===== config.mk =====
export PLATFORM = sky130hd
export DESIGN_NAME = sbox_share_arb
export DESIGN_NICKNAME = d
export VERILOG_FILES = /design/src/rtl/sbox_share_arb.sv
export SDC_FILE = /design/constraint.sdc
export NUM_CORES = 2
export LEC_CHECK = 0
export ABC_CLOCK_PERIOD_IN_PS = 57600
export BUFFER_PORTS_ARGS = -buffer_cell sky130_fd_sc_hd__buf_4
export CORE_UTILIZATION = 40
export DETAILED_ROUTE_END_ITERATION = 6
export SYNTH_ARGS = -nofsm -noshare
export SYNTH_HDL_FRONTEND = slang
export SYNTH_SLANG_ARGS = --single-unit

===== constraint.sdc =====
create_clock -name clk -period 57.6 [get_ports clk]
set_clock_uncertainty 0.05 [all_clocks]
set_input_delay 8.64 -clock clk [delete_from_list [all_inputs] [get_ports clk]]
set_output_delay 8.64 -clock clk [all_outputs]
set_load 0.1 [all_outputs]

===== src/rtl/sbox_share_arb.sv =====
// sbox_share_arb: shares NSB AES S-box lanes between SubBytes (D) and SubWord (K) requesters.
// Define SBOX_ARB_RR_EN for round-robin arbitration instead of fixed K-over-D priority.
module sbox_share_arb #(
  parameter int NSB = 4
) (
  input  logic         clk,
  input  logic         rst,
  input  logic         d_req,
  input  logic [127:0] d_in,
  output logic         d_ack,
  output logic [127:0] d_out,
  input  logic         k_req,
  input  logic [31:0]  k_in,
  output logic         k_ack,
  output logic [31:0]  k_out,
  output logic         busy
);
  localparam int NB = 16 / NSB;
  typedef enum logic [2:0] {IDLE, DATA, KEY, DACK, KACK} state_t;
  state_t state, state_n;
  logic [1:0] beat;
  logic [127:0] d_reg;
  logic [31:0] k_reg;
  logic [NSB-1:0][7:0] lane_in, lane_out;
  logic k_win, last;
  function automatic logic [7:0] gmul(input logic [7:0] a, input logic [7:0] b);
    logic [7:0] p, x;
    p = 8'h00;
    x = a;
    for (int i = 0; i < 8; i++) begin
      if (b[i]) p = p ^ x;
      x = {x[6:0], 1'b0} ^ (x[7] ? 8'h1b : 8'h00);
    end
    return p;
  endfunction
  // GF(2^8) inverse as x^254 (0 maps to 0), then the FIPS-197 affine transform
  function automatic logic [7:0] sbox(input logic [7:0] x);
    logic [7:0] sq, b;
    sq = x;
    b = 8'h01;
    for (int i = 1; i < 8; i++) begin
      sq = gmul(sq, sq);
      b = gmul(b, sq);
    end
    return b ^ {b[6:0], b[7]} ^ {b[5:0], b[7:6]} ^ {b[4:0], b[7:5]} ^ {b[3:0], b[7:4]} ^ 8'h63;
  endfunction
`ifdef SBOX_ARB_RR_EN
  logic last_k;
  assign k_win = k_req & (~d_req | ~last_k);
  always_ff @(posedge clk)
    if (rst) last_k <= 1'b0;
    else if (state == IDLE && (k_req || d_req)) last_k <= k_win;
`else
  assign k_win = k_req;
`endif
  assign last = beat == 2'(NB - 1);
  assign d_ack = state == DACK;
  assign k_ack = state == KACK;
  assign busy = state != IDLE;
  always_comb begin
    state_n = state == IDLE ? (k_win ? KEY : d_req ? DATA : IDLE) :
              state == DATA ? (last ? DACK : DATA) :
              state == KEY  ? KACK : IDLE;
    lane_in = state == KEY ? (NSB*8)'(k_reg) : d_reg[int'(beat)*NSB*8 +: NSB*8];
    for (int l = 0; l < NSB; l++) lane_out[l] = sbox(lane_in[l]);
  end
  always_ff @(posedge clk)
    if (rst) begin
      state <= IDLE;
      beat <= 2'd0;
      d_reg <= '0;
      k_reg <= '0;
      d_out <= '0;
      k_out <= '0;
    end else begin
      state <= state_n;
      if (state == IDLE && k_win) k_reg <= k_in;
      if (state == IDLE && !k_win && d_req) begin
        d_reg <= d_in;
        beat <= 2'd0;
      end
      if (state == DATA) begin
        d_out[int'(beat)*NSB*8 +: NSB*8] <= lane_out;
        beat <= beat + 2'd1;
      end
      if (state == KEY) k_out <= lane_out[3:0];
    end
endmodule

==> out/results.ini <==
[yosys]
synth.area.top_cells = xnor2_1 19%, dfxtp_1 8.5%, xnor3_1 6.4%
syn_avg_cell_area_um2 = 7.821
yosys-top-cells-count = 1680 x xnor2_1, 1207 x nand2_1, 1188 x nor2_1
synth_largest_area_cell = xnor2_1
synth_async_sr_flop_share_pct = 0
synth_edf_count = 0
netlist-cell-type-count = 175
yosysSeqAreaShare_pct = 8.513
synth_cells = 9772
ys_seq_elements = 325
syn-num-nets = 9969
synth_top_flop_cell = dfxtp_1
netlist.area_leader.share_pct = 19.25
netlist_area_um2 = 76430
synth.most_common_cell = xnor2_1
synth.yosys.warnings = 0

[routing]
via_per_inst = 5.803
drt_first_pass_iters = 6
route.detailed.drc = 0
wl_per_cell_um = 19.86
dr_total_vias = 71150
drt_iter0_markers = 7146
wl_um = 243500
ant_nets = 0

[setup_path]
crit_slowest_cell = xnor2_1
cp-start-kind = flop
critPathKind = reg2reg
cp_common_cell = xnor2_1
slowest_delay_ns = 0.87
worstPathArrival_ns = 22.81
required_ns = 58.07
crit_fanout = 40
cp-end-kind = flop

[timing]
final.setup.worst_slack_ns = 35.27
layout_worst_path_cycle_share_pct = 38.77
tightest_slew_ns = 1.232
finalMaxSlewViolations = 0
slew_headroom_pct = 17.28
tns_ns = 0
rsz0062_at_grt = no
min_period_ns = 22.33
setup_viol = 0
hold_violations = 0
clock.fmax_ghz = 0.04478

[flow_run]
maxCapViolCount = 0

[cells_and_area]
area_growth_pct = 6.779
fill_cells = 18980
fin_nets = 9917
drive_gt1_share_pct = 14.76

[clock_network]
cts_sinks = 325
cts_tree = built
insertion_delay_ns = 0.61
cts_max_level = 2
clkTransAtPathRegs_ns = 0.06
cts-root-buf = clkbuf_16
cts_buffer_depth = 3
cts_made_buffers = 38
post_cts.repair.setup_buffers = 0
post_cts_resized = 0
ctsHoldBuffers = 0

[grt]
antenna_found_initial = 5
grt_pass1_wl_um = 385600
grt_pass1_vias = 67220
overflow = 0
grt_max_degree = 105
grtUsageTotal_pct = 24.25

[floorplan]
die_w_um = 439.1
die_height_um = 439.1
die-area_um2 = 192800
start_util_pct = 40.23
core_area_um2 = 190000
pin_count = 327
rows = 160

[place]
dp_hpwl_um = 176900
gp_congestion = 0.9073
io_buffers = 326
dpl_worst_slack_ns = 35.61

[min_path]
min_path_type = reg2reg

[status]
outcome = finished clean

logic make-up (layout without fill, tap and decap cells):
family          after synthesis  count (layout)  synth area share (%)
other cells                   0               4                     0
mux                         391             391                 6.370
simple gates               3443            3443                 20.11
flops                       325             325                 8.513
compound gates             2136            2136                 18.89
fa+ha+maj                    35              35                0.5664
xor+xnor                   2661            2661                 39.65
buf+inv                     781             756                 5.898
critical path: cells and delay by family (launching register included):
family	cells	cell delay, ns
fa+ha+maj	4	2.40
buf+inv	9	2.90
mux	6	2.73
xor+xnor	18	6.58
simple gates	11	2.93
compound gates	17	4.25
flops	1	0.31
layout by cell type, fill, tap and decap left out, types with 247 or more instances in the layout:
cell / count
nor2_1: 1186
mux2i_1: 247
o21ai_0: 357
nand2_1: 1207
dfxtp_1: 323
a21oi_1: 581
xor2_1: 418
buf_4: 593
nor3_1: 265
xnor2_1: 1641
area by class of cell:
class                   count  area [um^2]  share of cell area, %
repair buffers            595         4486                  5.496
clock inverters            15        173.9                 0.2131
flip-flops and latches    325         6509                  7.975
clock buffers              52         1085                  1.329
well taps                2511         3142                  3.850
multi-input cells        8666        65840                  80.67
inverters                  94        369.1                 0.4523
diodes                      4        10.01                0.01227
path summary, 6_finish.rpt:
check                    startpoint                endpoint  slack (ns)  cells past startpoint
min reg2reg  d_reg[99]$_SDFFE_PP0P_  d_reg[99]$_SDFFE_PP0P_        0.40                      2
min          d_reg[99]$_SDFFE_PP0P_  d_reg[99]$_SDFFE_PP0P_        0.40                      2
max            beat[0]$_SDFFE_PP0P_   k_out[6]$_SDFFE_PP0P_       35.27                     65
max reg2reg    beat[0]$_SDFFE_PP0P_   k_out[6]$_SDFFE_PP0P_       35.27                     65
per-stage QoR:
stage	hold slack, ns	area (um^2)	std cells	utilization, %
after floorplan	0.3808	76430	9772	-
after global placement	0.3866	80340	12190	42.29
after detailed placement	0.3937	80340	12190	42.29
after CTS	0.4016	81600	12260	42.95
after global routing	0.4222	81610	12260	42.96
final	0.4015	81610	12260	42.96
per-layer routing:
| metal | vias to the layer above | global-route usage [%] | share of wire, % |
|---|---|---|---|
| met4 | 0 | 9.436 | 4.1 |
| met1 | 34320 | 32.05 | 43 |
| li1 | 33980 | - | - |
| met2 | 2467 | 41.10 | 48 |
| met5 | - | 0 | 0 |
| met3 | 382 | 1.499 | 5.4 |
Power is not shown: default switching activity piles up to over one toggle a cycle in this logic, so the estimate is an artifact.
